### src/rtl/sum_seq_ctrl.sv
// sum_seq_ctrl: runs a 4*NIBBLES-bit addition on an external 4-bit
// combinational adder, one nibble per clock, LSB first, with the carry
// chained between nibbles. The requester sees a start/busy/done handshake.
//
// Ports:
//   clk, rst_n            clock (rising edge), async active-low reset
//   start                 request, sampled only while idle
//   a_in, b_in, ci_in     operands and carry-in, latched on acceptance
//   busy                  high while nibbles are being added
//   done                  one-cycle pulse when sum_out/co_out are valid
//   sum_out, co_out       result and final carry, held until next result
//   add_a, add_b, add_ci  drive to the external adder (zero when not running)
//   add_s, add_co         external adder sum and carry-out
//   ovf                   signed overflow of the result, present only when
//                         the SUM_SEQ_OVF_EN macro is defined
module sum_seq_ctrl #(
   parameter int NIBBLES = 4
) (
   input  logic                 clk,
   input  logic                 rst_n,
   input  logic                 start,
   input  logic [4*NIBBLES-1:0] a_in,
   input  logic [4*NIBBLES-1:0] b_in,
   input  logic                 ci_in,
   output logic                 busy,
   output logic                 done,
   output logic [4*NIBBLES-1:0] sum_out,
   output logic                 co_out,
`ifdef SUM_SEQ_OVF_EN
   output logic                 ovf,
`endif
   output logic [3:0]           add_a,
   output logic [3:0]           add_b,
   output logic                 add_ci,
   input  logic [3:0]           add_s,
   input  logic                 add_co
);

   localparam int W  = 4 * NIBBLES;
   localparam int IW = $clog2(NIBBLES);
   localparam logic [IW-1:0] LAST = IW'(NIBBLES - 1);

   typedef enum logic [1:0] {
      IDLE = 2'd0,
      RUN  = 2'd1,
      DONE = 2'd2
   } state_t;

   state_t        state;
   logic [W-1:0]  a_reg;
   logic [W-1:0]  b_reg;
   logic [W-1:0]  acc;
   logic [W-1:0]  acc_next;
   logic [IW-1:0] idx;
   logic          carry;

   // Adder inputs are only live while running so the shared adder sees
   // quiet zeros the rest of the time.
   always_comb begin
      add_a  = 4'd0;
      add_b  = 4'd0;
      add_ci = 1'b0;
      if (state == RUN) begin
         add_a  = a_reg[{idx, 2'b00} +: 4];
         add_b  = b_reg[{idx, 2'b00} +: 4];
         add_ci = carry;
      end
   end

   // Accumulator with the current nibble merged in; on the last nibble
   // this is the complete result.
   always_comb begin
      acc_next = acc;
      acc_next[{idx, 2'b00} +: 4] = add_s;
   end

   always_ff @(posedge clk or negedge rst_n) begin
      if (!rst_n) begin
         state   <= IDLE;
         busy    <= 1'b0;
         done    <= 1'b0;
         sum_out <= '0;
         co_out  <= 1'b0;
`ifdef SUM_SEQ_OVF_EN
         ovf     <= 1'b0;
`endif
         a_reg   <= '0;
         b_reg   <= '0;
         acc     <= '0;
         idx     <= '0;
         carry   <= 1'b0;
      end else begin
         case (state)
            IDLE: begin
               done <= 1'b0;
               if (start) begin
                  a_reg <= a_in;
                  b_reg <= b_in;
                  carry <= ci_in;
                  acc   <= '0;
                  idx   <= '0;
                  busy  <= 1'b1;
                  state <= RUN;
               end
            end
            RUN: begin
               acc   <= acc_next;
               carry <= add_co;
               if (idx == LAST) begin
                  idx     <= '0;
                  sum_out <= acc_next;
                  co_out  <= add_co;
`ifdef SUM_SEQ_OVF_EN
                  ovf     <= (a_reg[W-1] == b_reg[W-1]) &&
                             (add_s[3] != a_reg[W-1]);
`endif
                  busy    <= 1'b0;
                  done    <= 1'b1;
                  state   <= DONE;
               end else begin
                  idx <= idx + 1'b1;
               end
            end
            DONE: begin
               done  <= 1'b0;
               state <= IDLE;
            end
            default: begin
               busy  <= 1'b0;
               done  <= 1'b0;
               state <= IDLE;
            end
         endcase
      end
   end

endmodule

### config.mk
export PLATFORM = sky130hd
export DESIGN_NAME = sum_seq_ctrl
export DESIGN_NICKNAME = d
export VERILOG_FILES = /design/src/rtl/sum_seq_ctrl.sv
export SDC_FILE = /design/constraint.sdc
export NUM_CORES = 1
export LEC_CHECK = 0
export ABC_AREA = 1
export CORE_MARGIN = 5
export CORE_UTILIZATION = 25
export CTS_CLUSTER_SIZE = 25
export DETAILED_ROUTE_END_ITERATION = 10
export DONT_BUFFER_PORTS = 1
export GPL_ROUTABILITY_DRIVEN = 0
export HOLD_SLACK_MARGIN = 0.02
export PLACE_DENSITY = 0.4
export RECOVER_POWER = 50
export SLEW_MARGIN = 20
export SYNTH_ARGS = -nofsm -noshare
export SYNTH_HDL_FRONTEND = slang
export SYNTH_SLANG_ARGS = --single-unit
export TNS_END_PERCENT = 20
### constraint.sdc
create_clock -name clk -period 2.05 [get_ports clk]
set_input_delay 0.41 -clock clk [delete_from_list [all_inputs] [get_ports clk]]
set_output_delay 0.41 -clock clk [all_outputs]
set_load 0.005 [all_outputs]
==> flow_summary_export.csv <==
group,metric,value,unit
worst_setup_path,r2r_start,"idx[0]",
cts,clk_path_buf_depth,2,
outcome,violations,"hold timing",
final_layout,syn_to_final_growth,16.0,%
worst_setup_path,crit_chain,"inv_1 -> buf_4 -> o21ai_0 -> a21oi_1",
worst_setup_path,path_buf_inv,2,
sta,maxSlewViolCount,0,
floorplan,fp-row-count,42,
worst_setup_path,crit_required,1640,ps
sta,grt_setup_unrepaired,"no",
route,vias,2681,
synth,ys_ff_latch,72,
synth,synthCells,454,
sta,period_needed,1890,ps
synth,postSynthAreaPerCell,7.47,um2
cts,clock-root-buffer,"clkbuf_16",
worst_setup_path,crit_type,"register to output pin",
floorplan,initial_core_util,25.5,%
sta,slew_headroom,69.3,%
sta,finalSetupViolCount,0,
floorplan,io_pins,69,
route,drt-total-wl,9100,um
synth,synth_warnings,0,
sta,finalSetupTns,0,ps
final_layout,nNetsFinal,502,
sta,skew,7.98,ps
worst_setup_path,r2r_setup_slack,450,ps
grt,antenna_found_initial,0,
final_layout,n_antenna_cell,0,
grt,grt_pass1_vias,2943,
worst_setup_path,critPathMaxStageDelay,380,ps
sta,hold_viol,72,
grt,track_usage,12.1,%
sta,hold_ws,-233,ps
grt,grt_use_met1,15.3,%
synth,syn-num-nets,501,
synth,synth_top_area_share,53.1,%
sta,worstMarginPinSlew,460,ps
power_and_ir_drop,total_power,6.10,mW
final_layout,drive_above_1_share,6.52,%
worst_setup_path,setup.worst_path.end_class,"output pin",
cts,cts_tree,"done",
worst_setup_path,crit_path_max_fanout,8,
synth,synth_area_leader_cell,"dfrtp_1",
floorplan,dieArea,16000,um2
route,drtIter0Drc,87,
worst_setup_path,critPathLaunchType,"register",
worst_setup_path,path_delay_family,"buffers and inverters",
min_path,worstHoldPathType,"input pin to asynchronous set/reset pin",
worst_setup_path,cp_slowest_cell,"dfrtp_1",
grt,grt_overflow_total,0,
outcome,outcome,"finished with violations",
floorplan,dieWidth,126,um
cts,htreeDepth,3,
grt,grt_max_degree,73,
worst_setup_path,r2r_cells,9,
worst_setup_path,r2r_end,"sum_out[7]",
route,vias_per_cell,4.22,
route,first_pass_iters,5,
cts,postCtsSetupBuffers,0,
power_and_ir_drop,power_leakage,2.12,nW
floorplan,core,13300,um2
grt,use_met3,4.71,%
synth,synth.area.top_cells,"dfrtp_1, nand2_1, nor2_1",
cts,clk_latency,330,ps
cts,clk_pin_slew_worst_paths,60,ps
place,port_buffers,0,
sta,maxClockFrequency,0.530,GHz
cts,clkSinkCount,72,
grt,grt_busiest_layer,"met2",
final_layout,post-route-util,29.6,%
place,pre_cts_slack,354,ps
sta,fin_ws,165,ps
synth,yosysSeqAreaShare,53.1,%
route,wl_per_cell,14.3,um
power_and_ir_drop,ir_drop,0.000643,V
route,ant_nets,0,
power_and_ir_drop,powerDensity,1550,nW/um2
synth,synth_cell_type_count,19,
route,drc,0,
synth,netlist_area,3390,um2
place,hpwlAfterDp,6340,um
run,maxCapViolCount,0,
sta,finalCritPeriodShare,92.0,%
grt,met2_usage,19.6,%
grt,grt_pass1_wl,15400,um
cts,cts_buffers,9,
floorplan,die_h,126,um
worst_setup_path,critPathArrivalTime,1480,ps
-- through the flow --
step,hold WS (ps),std cells,instance area (um2)
after floorplan,114,454,3390
after global placement,118,620,3590
after detailed placement,118,620,3590
after CTS,-244,636,3930
after global routing,-248,636,3930
final,-233,636,3930
-- cell families (layout without fill, tap and decap cells) --
| group | count (synthesis) | count (layout) | synth area share, % |
|---|---|---|---|
| AND/OR/NAND/NOR | 302 | 302 | 34.7 |
| adder cells (fa/ha/maj) | 6 | 6 | 2.21 |
| flip-flops | 72 | 72 | 53.1 |
| buffers and inverters | 45 | 51 | 5.61 |
| AO/OA/AOI/OAI | 29 | 29 | 4.35 |
-- timing repair --
item | in CTS | in global routing
hold endpoints to repair | 72 | 72
resized for setup | 0 | 1
setup endpoints to repair | 0 | 6
-- where the power goes --
part | internal [mW] | leakage [nW] | switching, mW
clock | 1.17 | 0.161 | 0.619
sequential | 1.94 | 0.939 | 0.289
combinational | 0.636 | 1.02 | 1.45
total | 3.74 | 2.12 | 2.36
-- placed cells by master (no fill, tap or decap) --
cell type / instances
a21oi_1: 8
nand4_1: 4
nor3_1: 1
nor2_1: 45
buf_6: 1
bufinv_16: 2
nor2_8: 1
nor2_2: 1
clkbuf_8: 3
clkinvlp_4: 2
nand3_1: 4
clkbuf_16: 9
inv_1: 23
ha_1: 6
nand2_1: 245
inv_2: 5
nand2_4: 1
buf_12: 1
dfrtp_1: 72
buf_4: 4
o22ai_1: 2
o21ai_0: 19
clkinv_1: 1
-- worst max-delay path by stage --
| stage | end | start | cells after the start |
|---|---|---|---|
| 6_report | add_b[3] | idx[0] | 4 |
| 5_1_grt | add_b[3] | idx[0] | 4 |
| 4_1_cts | add_b[3] | idx[0] | 5 |
| 3_5_place_dp | co_out | idx[0] | 6 |
| 3_3_place_gp | co_out | idx[0] | 6 |
| 2_1_floorplan | acc[14] | idx[1] | 10 |
-- routing by layer --
| metal | up-vias | part of all wire [%] |
|---|---|---|
| li1 | 1387 | - |
| met1 | 1222 | 46 |
| met2 | 62 | 46 |
| met3 | 10 | 7.4 |
| met4 | 0 | 1.1 |
| met5 | - | 0 |
-- final cells by class --
type / count / area (um2)
inverter: 29 / 109
clock buffer: 12 / 267
clock inverter: 4 / 75.1
timing repair buffer: 6 / 61.3
multi-input combinational: 337 / 1400
tap: 176 / 220
sequential: 72 / 1800
fill: 1455 / 9360
-- synth_stat cells --
cell type / n
buf_4: 1
clkinv_1: 1
o21ai_0: 19
nor3_1: 1
ha_1: 6
o22ai_1: 2
nor2_2: 1
nand2_1: 245
inv_2: 5
buf_2: 14
nor2_1: 45
nand3_1: 4
nor2_8: 1
inv_1: 23
clkbuf_1: 1
dfrtp_1: 72
nand2_4: 1
a21oi_1: 8
nand4_1: 4
Power figures use the tool's default switching activity.
